### src/rtl/jk_bank_ctrl.sv
// Two-requester controller for a bank of JK flip-flops: a round-robin arbiter hands one
// command at a time to a small FSM, which applies the {j,k} op to the masked bits 1..15 times.
module jk_bank_ctrl #(
   parameter int WIDTH = 4
) (
   input  logic               clk,
   input  logic               rst_n,
   input  logic [1:0]         req_valid,
   output logic [1:0]         req_ready,
   input  logic [3:0]         req_op,
   input  logic [2*WIDTH-1:0] req_mask,
   input  logic [7:0]         req_cnt,
   output logic [WIDTH-1:0]   q,
   output logic               busy,
   output logic               done,
   output logic               done_id
);

   typedef enum logic [1:0] {
      IDLE   = 2'd0,
      APPLY  = 2'd1,
      REPORT = 2'd2
   } state_t;

   state_t           state_q, state_d;
   logic [WIDTH-1:0] q_q, q_d;
   logic [WIDTH-1:0] mask_q, mask_d;
   logic [1:0]       op_q, op_d;
   logic [3:0]       rem_q, rem_d;
   logic             id_q, id_d;
   logic             last_q, last_d;
   logic             busy_q, busy_d;
   logic             done_q, done_d;
   logic             done_id_q, done_id_d;

   logic             win_valid;
   logic             win_id;
   logic [1:0]       win_op;
   logic [WIDTH-1:0] win_mask;
   logic [3:0]       win_cnt;
   logic [WIDTH-1:0] j_bits, k_bits, bank_next;

   // On a tie the requester that was not granted last wins.
   always_comb begin
      win_valid = 1'b0;
      win_id    = 1'b0;
      if (req_valid == 2'b11) begin
         win_valid = 1'b1;
         win_id    = ~last_q;
      end else if (req_valid[0]) begin
         win_valid = 1'b1;
         win_id    = 1'b0;
      end else if (req_valid[1]) begin
         win_valid = 1'b1;
         win_id    = 1'b1;
      end
   end

   assign win_op   = win_id ? req_op[3:2] : req_op[1:0];
   assign win_mask = win_id ? req_mask[2*WIDTH-1:WIDTH] : req_mask[WIDTH-1:0];
   assign win_cnt  = win_id ? req_cnt[7:4] : req_cnt[3:0];

   assign req_ready = (rst_n && (state_q == IDLE) && win_valid) ?
                      (win_id ? 2'b10 : 2'b01) : 2'b00;

   // Unmasked bits see j=k=0 and hold; masked bits follow Q+ = J&~Q | ~K&Q.
   genvar gi;
   generate
      for (gi = 0; gi < WIDTH; gi++) begin : g_jk
         assign j_bits[gi]    = mask_q[gi] & op_q[1];
         assign k_bits[gi]    = mask_q[gi] & op_q[0];
         assign bank_next[gi] = (j_bits[gi] & ~q_q[gi]) | (~k_bits[gi] & q_q[gi]);
      end
   endgenerate

   always_comb begin
      state_d = state_q;
      q_d     = q_q;
      mask_d  = mask_q;
      op_d    = op_q;
      rem_d   = rem_q;
      id_d    = id_q;
      last_d  = last_q;
      case (state_q)
         IDLE: begin
            if (win_valid) begin
               op_d    = win_op;
               mask_d  = win_mask;
               rem_d   = (win_cnt == 4'd0) ? 4'd1 : win_cnt;
               id_d    = win_id;
               last_d  = win_id;
               state_d = APPLY;
            end
         end
         APPLY: begin
            q_d   = bank_next;
            rem_d = rem_q - 4'd1;
            if (rem_q == 4'd1) begin
               state_d = REPORT;
            end
         end
         REPORT: begin
            state_d = IDLE;
         end
         default: begin
            state_d = IDLE;
         end
      endcase
      busy_d    = (state_d != IDLE);
      done_d    = (state_d == REPORT);
      done_id_d = done_d ? id_q : done_id_q;
   end

   always_ff @(posedge clk or negedge rst_n) begin
      if (!rst_n) begin
         state_q   <= IDLE;
         q_q       <= '0;
         mask_q    <= '0;
         op_q      <= 2'b00;
         rem_q     <= 4'd0;
         id_q      <= 1'b0;
         last_q    <= 1'b1;
         busy_q    <= 1'b0;
         done_q    <= 1'b0;
         done_id_q <= 1'b0;
      end else begin
         state_q   <= state_d;
         q_q       <= q_d;
         mask_q    <= mask_d;
         op_q      <= op_d;
         rem_q     <= rem_d;
         id_q      <= id_d;
         last_q    <= last_d;
         busy_q    <= busy_d;
         done_q    <= done_d;
         done_id_q <= done_id_d;
      end
   end

   assign q       = q_q;
   assign busy    = busy_q;
   assign done    = done_q;
   assign done_id = done_id_q;

endmodule
### config.mk
export PLATFORM = sky130hd
export DESIGN_NAME = jk_bank_ctrl
export DESIGN_NICKNAME = d
export VERILOG_FILES = /design/src/rtl/jk_bank_ctrl.sv
export SDC_FILE = /design/constraint.sdc
export NUM_CORES = 1
export LEC_CHECK = 0
export BUFFER_PORTS_ARGS = -buffer_cell sky130_fd_sc_hd__buf_2
export CAP_MARGIN = 20
export CORE_MARGIN = 2
export CORE_UTILIZATION = 53
export DETAILED_ROUTE_END_ITERATION = 10
export HOLD_SLACK_MARGIN = 0.05
export PLACE_DENSITY = 0.89
export SYNTH_ARGS = -nofsm -noshare
export SYNTH_HDL_FRONTEND = slang
export SYNTH_SLANG_ARGS = --single-unit
### constraint.sdc
create_clock -name clk -period 2.36 [get_ports clk]
set_input_delay 0.118 -clock clk [delete_from_list [all_inputs] [get_ports clk]]
set_output_delay 0.118 -clock clk [all_outputs]
set_load 0.02 [all_outputs]
==> impl_metrics.env, run 1 <==
export IMPL_status="finished, final reports clean"
export IMPL_clkPwrFrac_pct=11.4
export IMPL_die_x_um=48.3
export IMPL_io_buffers=32
export IMPL_area_growth_pct=20.6
export IMPL_dieHeight_um=48.3
export IMPL_finalCritPeriodShare_pct=76.4
export IMPL_vias=840
export IMPL_crit_required_ns=2.24
export IMPL_multi_input_area_um2=484
export IMPL_globalRouteTotalUtil_pct=17.8
export IMPL_first_global_vias=693
export IMPL_grt_pass1_wl_um=2870
export IMPL_total_switching_power_uw=608
export IMPL_num_io_pins=33
export IMPL_yosys_cell_types_count=33
export IMPL_synth_edf_count=0
export IMPL_die_area_um2=2330
export IMPL_max_cap_viol_count=0
export IMPL_cts_tree="done"
export IMPL_regArea_um2=527
export IMPL_num_fill_cells=155
export IMPL_htree_levels=1
export IMPL_ys_seq_area_share_pct=50.7
export IMPL_critPathCaptureType="output pin"
export IMPL_syn_num_nets=122
export IMPL_clock_skew_ns=0.00310
export IMPL_core_area_um2=1900
export IMPL_nets=158
export IMPL_synth_seq_cells=21
export IMPL_path_class="flip-flop to output pin"
export IMPL_antenna_found_initial=0
export IMPL_fin_setup_tns_ns=0
export IMPL_clock_latency_ns=0.30
export IMPL_synth_area_per_cell_um2=10.8
export IMPL_dpl_cell_area_um2=1220
export IMPL_power_switching_fraction_pct=40.9
export IMPL_gp_congestion=0.793
export IMPL_hold_viol=0
export IMPL_power_uw=1490
export IMPL_start_kind="flip-flop"
export IMPL_first_iter_violations=10
export IMPL_overflow=0
export IMPL_cts_root_buffer="clkbuf_4"
export IMPL_clk_path_buf_depth=2
export IMPL_power_internal_uw=880
export IMPL_dpl_hpwl_um=1460
export IMPL_rows=16
export IMPL_cts_made_buffers=3
export IMPL_drt_wl_total_um=1880
export IMPL_clock_sinks=21
export IMPL_drive_gt1_share_pct=34.4
export IMPL_ant_nets=0
export IMPL_ir_drop_mv=0.751
export IMPL_worstPathArrival_ns=1.68
export IMPL_grt_max_degree=24
export IMPL_netlist_area_um2=1040
export IMPL_rsz0062_at_grt="no"
export IMPL_first_pass_iters=5
export IMPL_maxSlewViolCount=0
export IMPL_via_per_inst=5.32
export IMPL_antenna_cells=0
export IMPL_worstMarginPinSlew_ns=0.747
export IMPL_relSlewSlack_pct=50.2
export IMPL_leakage_uw=0.000598
export IMPL_finalSetupViolations=0
export IMPL_async_flop_share_pct=100
export IMPL_yosysWarnings=0
export IMPL_min_period_ns=1.80
export IMPL_drcViolationCount=0
export IMPL_combinationalPowerShare_pct=43.9
export IMPL_wl_per_cell_um=11.9
export IMPL_fmax_ghz=0.555
export IMPL_start_util_pct=54.6
export IMPL_p_seq_share_pct=44.8
export IMPL_hold_class="input port to flip-flop"
export IMPL_post_cts_resized=0
export IMPL_crit_fanout=19
export IMPL_p_per_area_nw_per_um2=1190
export IMPL_synthCells=96
export IMPL_ys_flop_type="dfrtp_1"
export IMPL_stdcell_area_um2=1250
export IMPL_clkSlewWorstSetupHoldPaths_ns=0.11
[state kept, by name (all words and copies together), names as in the netlist, 2 cells and up]
name	count
mask_q	4
op_q	2
q	4
rem_q	4
state_q	2
[layer usage]
| metal | wire length, um | global-route usage [%] | vias up |
|---|---|---|---|
| met5 | 0 | 0 | - |
| met4 | 0 | 4.86 | 0 |
| met1 | 810 | 23.1 | 395 |
| met2 | 987 | 30.3 | 24 |
| met3 | 82 | 3.33 | 0 |
| li1 | - | - | 421 |
[final timing paths]
kind | cells past startpoint | slack [ns] | from | endpoint
min | 2 | 0.06 | req_valid[0] | last_q
min reg2reg | 1 | 0.49 | q[0] | q[0]
min in group asynchronous | 2 | 0.29 | rst_n | rem_q[2]
max reg2reg | 5 | 0.77 | rem_q[1] | done_id
max in group asynchronous | 2 | 1.73 | rst_n | last_q
max | 4 | 0.56 | state_q[1] | req_ready[0]
[synth_stat cells, types with 2 or more instances]
cell type  count  area [um^2]
a21oi_1        7         35.0
a31oi_1        6         37.5
and2_1         4         25.0
dfrtp_1       20          500
ha_1           2         25.0
inv_1          3         11.3
mux2i_1        9         90.1
nand2_1        8         30.0
nor2_1         2         7.51
nor3_1         3         15.0
nor3b_1        2         15.0
o21ai_0        4         20.0
o21ai_1        4         20.0
o21ai_2        3         26.3
[area by class of cell]
cell class / instances / share of cell area, %
well taps: 27 / 2.70
clock buffers: 4 / 2.10
repair buffers: 33 / 13.6
multi-input cells: 70 / 38.7
flip-flops and latches: 21 / 42.1
inverters: 3 / 0.899
[stage by stage]
stage                     setup WS, ns  utilization [%]  hold WS [ns]  cells
after global placement           0.911             63.9        0.0975    153
after detailed placement         0.835             63.9        0.0975    153
after global routing             0.378             65.9        0.0634    158
after floorplan                  0.778                -        -0.178     96
final                            0.558             65.9        0.0642    158
after CTS                        0.531             65.9        0.0589    158
[cell usage in the layout, fill, tap and decap left out, drive strengths merged, types with 2 or more instances in the layout]
cell    count
a21oi       7
clkbuf      4
inv         3
a31oi       6
nand2       8
o211ai      2
nor3b       2
ha          2
nor2        3
nor3        3
mux2i       9
and2        4
dfrtp      20
buf        32
o21ai      11
[worst max-delay path: stages (launching register included)]
cell and delay [ns]:
dfrtp_1 0.46, nor2_2 0.23, o21ai_2 0.27, nor3b_1 0.23, buf_2 0.19
[power groups by stage]
stage	Combinational (uW)	Clock, uW	Sequential [uW]
4_1_cts	664	173	666
6_report	653	169	667
3_3_place_gp	633	0	665
3_5_place_dp	656	0	675
2_1_floorplan	432	0	718
5_1_grt	736	194	691
[cells by family after synthesis]
group                      share of synthesized area (%)
adders and majority gates                           2.41
and+or+nand+nor                                     14.8
buffers and inverters                               2.65
DFF                                                 50.7
AOI/OAI and AO/OA                                   18.8
xor gates and xnor gates                           0.844
muxes                                               9.76
[what timing repair did]
action | in CTS | in global routing
setup buffers | 0 | 0
hold endpoints to repair | 20 | 0
hold buffers | 1 | 0
Power figures use the tool's default switching activity.
==> inputs of run 2 (changes only) <==
--- a/config.mk
+++ b/config.mk
@@ -5,13 +5,15 @@
 export SDC_FILE = /design/constraint.sdc
 export NUM_CORES = 1
 export LEC_CHECK = 0
+export ABC_AREA = 1
 export BUFFER_PORTS_ARGS = -buffer_cell sky130_fd_sc_hd__buf_2
 export CAP_MARGIN = 20
+export CORE_ASPECT_RATIO = 1.75
 export CORE_MARGIN = 2
-export CORE_UTILIZATION = 53
+export CORE_UTILIZATION = 45
 export DETAILED_ROUTE_END_ITERATION = 10
 export HOLD_SLACK_MARGIN = 0.05
-export PLACE_DENSITY = 0.89
+export PLACE_DENSITY = 0.8
 export SYNTH_ARGS = -nofsm -noshare
 export SYNTH_HDL_FRONTEND = slang
 export SYNTH_SLANG_ARGS = --single-unit
==> constraint.sdc (replaced) <==
create_clock -name clk -period 1.61 [get_ports clk]
set_input_delay 0.0805 -clock clk [delete_from_list [all_inputs] [get_ports clk]]
set_output_delay 0.0805 -clock clk [all_outputs]
set_load 0.02 [all_outputs]
==> run 2 against run 1 <==
Total power is 65% higher. Combinational power is 79% higher. Routed wire length is 38% higher. Register-to-register slack worse by 0.47 ns. Die area is 24% higher. Hold slack better by 0.012 ns. Largest cell class unchanged. Sequential share of layout area is 3.5 points lower. Clock-buffer cell count stayed put. Final cell count is 22% higher. Sequential power is 42% higher. Sequential cell count stayed put. Synthesized cell count is 34% higher.
==> impl_metrics.env, run 2 <==
export IMPL_core_area_um2=2300
export IMPL_critPathCaptureType="output pin"
export IMPL_final_cell_mix="buf_2 (32), inv_1 (21), dfrtp_1 (20)"
export IMPL_synth_area_leaders="dfrtp_1 (45%), inv_1 (7.1%), nand2_1 (6.4%)"
export IMPL_max_cap_viol_count=0
export IMPL_start_kind="flip-flop"
export IMPL_globalRouteTotalUtil_pct=18.6
export IMPL_maxSlewViolCount=0
export IMPL_gp_congestion=0.752
export IMPL_die_area_um2=2890
export IMPL_cts_made_buffers=3
export IMPL_synth_top_area_share_pct=45.2
export IMPL_dpl_hpwl_um=2030
export IMPL_worstMarginPinSlew_ns=0.279
export IMPL_first_global_vias=1010
export IMPL_clk_path_buf_depth=2
export IMPL_status="finished, final reports clean"
export IMPL_r2r_cells=6
export IMPL_fin_setup_tns_ns=0
export IMPL_yosysWarnings=0
export IMPL_overflow=0
export IMPL_synth_area_mux_share_pct=0
export IMPL_rows=23
export IMPL_synth_most_common_cell="inv_1"
export IMPL_io_buffers=32
export IMPL_start_util_pct=48.0
export IMPL_ys_seq_area_share_pct=47.6
export IMPL_clkSlewWorstSetupHoldPaths_ns=0.07
export IMPL_slowest_delay_ns=0.54
export IMPL_leakage_uw=0.000720
export IMPL_synth_top_family_by_area="simple AND/OR/NAND/NOR gates"
export IMPL_hold_depth=3
export IMPL_num_io_pins=33
export IMPL_relSlewSlack_pct=81.4
export IMPL_hold_viol=0
export IMPL_crit_buf_inv=2
export IMPL_synth_area_per_cell_um2=8.57
export IMPL_cpMaxStageDelayCell="dfstp_2"
export IMPL_path_depth=5
export IMPL_netlist_area_um2=1110
export IMPL_drt_wl_total_um=2600
export IMPL_yosys_top_cells_count="inv_1 (21), dfrtp_1 (20), nand2_1 (19)"
export IMPL_synth_compound_area_share_pct=15.3
export IMPL_grt_pass1_wl_um=4210
export IMPL_synth_top_cell_by_area="dfrtp_1"
export IMPL_crit_fanout=9
export IMPL_async_flop_share_pct=100
export IMPL_die_x_um=41.5
export IMPL_ant_nets=0
export IMPL_synthSimpleGateAreaFrac_pct=24.4
export IMPL_fmax_ghz=0.664
export IMPL_p_per_area_nw_per_um2=1800
export IMPL_hold_class="input port to flip-flop"
export IMPL_fin_util_pct=59.3
export IMPL_clock_sinks=21
export IMPL_dieHeight_um=69.6
export IMPL_first_pass_iters=4
export IMPL_synthAdderAreaFrac_pct=2.26
export IMPL_antenna_found_initial=0
export IMPL_wl_per_cell_um=13.5
export IMPL_via_per_inst=5.20
export IMPL_path_class="flip-flop to output pin"
export IMPL_min_period_ns=1.51
export IMPL_worstPathArrival_ns=1.42
export IMPL_synth_seq_cells=21
export IMPL_htree_levels=1
export IMPL_crit_required_ns=1.53
export IMPL_drive_gt1_share_pct=32.1
export IMPL_crit_chain="nand2_2 -> nand2_4 -> inv_2 -> nor3_2 -> buf_2"
export IMPL_antenna_cells=0
export IMPL_cts_tree="done"
export IMPL_drcViolationCount=0
export IMPL_first_iter_violations=19
export IMPL_area_growth_pct=23.4
export IMPL_rsz0062_at_grt="no"
export IMPL_finalSetupViolations=0
export IMPL_clock_latency_ns=0.26
export IMPL_ir_drop_mv=0.896
export IMPL_yosys_cell_types_count=24
export IMPL_crit_family="flip-flops"
export IMPL_nets=195
export IMPL_ys_flop_type="dfrtp_1"
export IMPL_synth_xor_area_share_pct=0
export IMPL_synthCells=129
export IMPL_synth_edf_count=0
export IMPL_finalCritPeriodShare_pct=93.5
export IMPL_clock_skew_ns=0.00256
export IMPL_syn_num_nets=155
export IMPL_vias=1003
export IMPL_grt_max_degree=22
export IMPL_layout_commonest_cell="buf_2"
export IMPL_cts_root_buffer="clkbuf_8"
export IMPL_num_fill_cells=216
run 2: timing repair:
item / in CTS / in global routing
setup endpoints to repair: 1 / 2
buffers inserted: 0 / 2
gates resized for setup: 1 / 1
hold buffers: 1 / 0
pin swaps: 0 / 1
endpoints found under the hold margin: 21 / 0
run 2: logic make-up (layout without fill, tap and decap cells):
| family | Yosys count | count (layout) |
|---|---|---|
| AOI/OAI and AO/OA | 23 | 23 |
| adders and majority gates | 2 | 2 |
| buffers and inverters | 25 | 64 |
| DFF | 21 | 21 |
| and+or+nand+nor | 58 | 58 |
run 2: cell type report:
class / count / area (um^2) / area share, %
sequential: 21 / 527 / 38.6
multi-input combinational: 83 / 474 / 34.7
timing repair buffer: 36 / 193 / 14.1
inverter: 24 / 95.1 / 6.97
clock buffer: 4 / 45.0 / 3.30
tap: 25 / 31.3 / 2.29
run 2: through the flow:
step	cells	total power (uW)	setup slack, ns	hold WS (ns)	area (um^2)
6_report	193	2460	0.105	0.0760	1370
3_5_place_dp	186	2110	0.278	0.0767	1280
3_3_place_gp	186	2020	0.309	0.0709	1280
5_1_grt	193	2650	0.00834	0.0903	1370
4_1_cts	191	2460	0.0453	0.0771	1350
2_1_floorplan	129	1810	0.203	-0.215	1110
run 2: path summary, 6_finish.rpt:
check	start	endpoint	slack (ns)
setup / recovery	last_q	req_ready[0]	0.10
hold / removal	req_mask[1]	mask_q[1]	0.08
setup reg to reg	state_q[0]	rem_q[0]	0.30
hold reg to reg	last_q	last_q	0.47
max in group asynchronous	rst_n	last_q	1.02
min in group asynchronous	rst_n	done_id	0.32
run 2: power by group:
part | switching, uW | internal (uW)
clock network | 165 | 176
logic | 734 | 437
registers | 160 | 790
run 2: layer usage:
layer | share of wire (%) | GRT usage [%]
met1 | 34 | 17.7
met2 | 62 | 37.7
met3 | 2.3 | 1.82
met4 | 1.9 | 7.53
met5 | 0 | 0
run 2: worst min-delay path: cells and delay by family:
family | cells | cell delay, ns
AO/OA/AOI/OAI | 2 | 0.12
buffers and inverters | 1 | 0.08
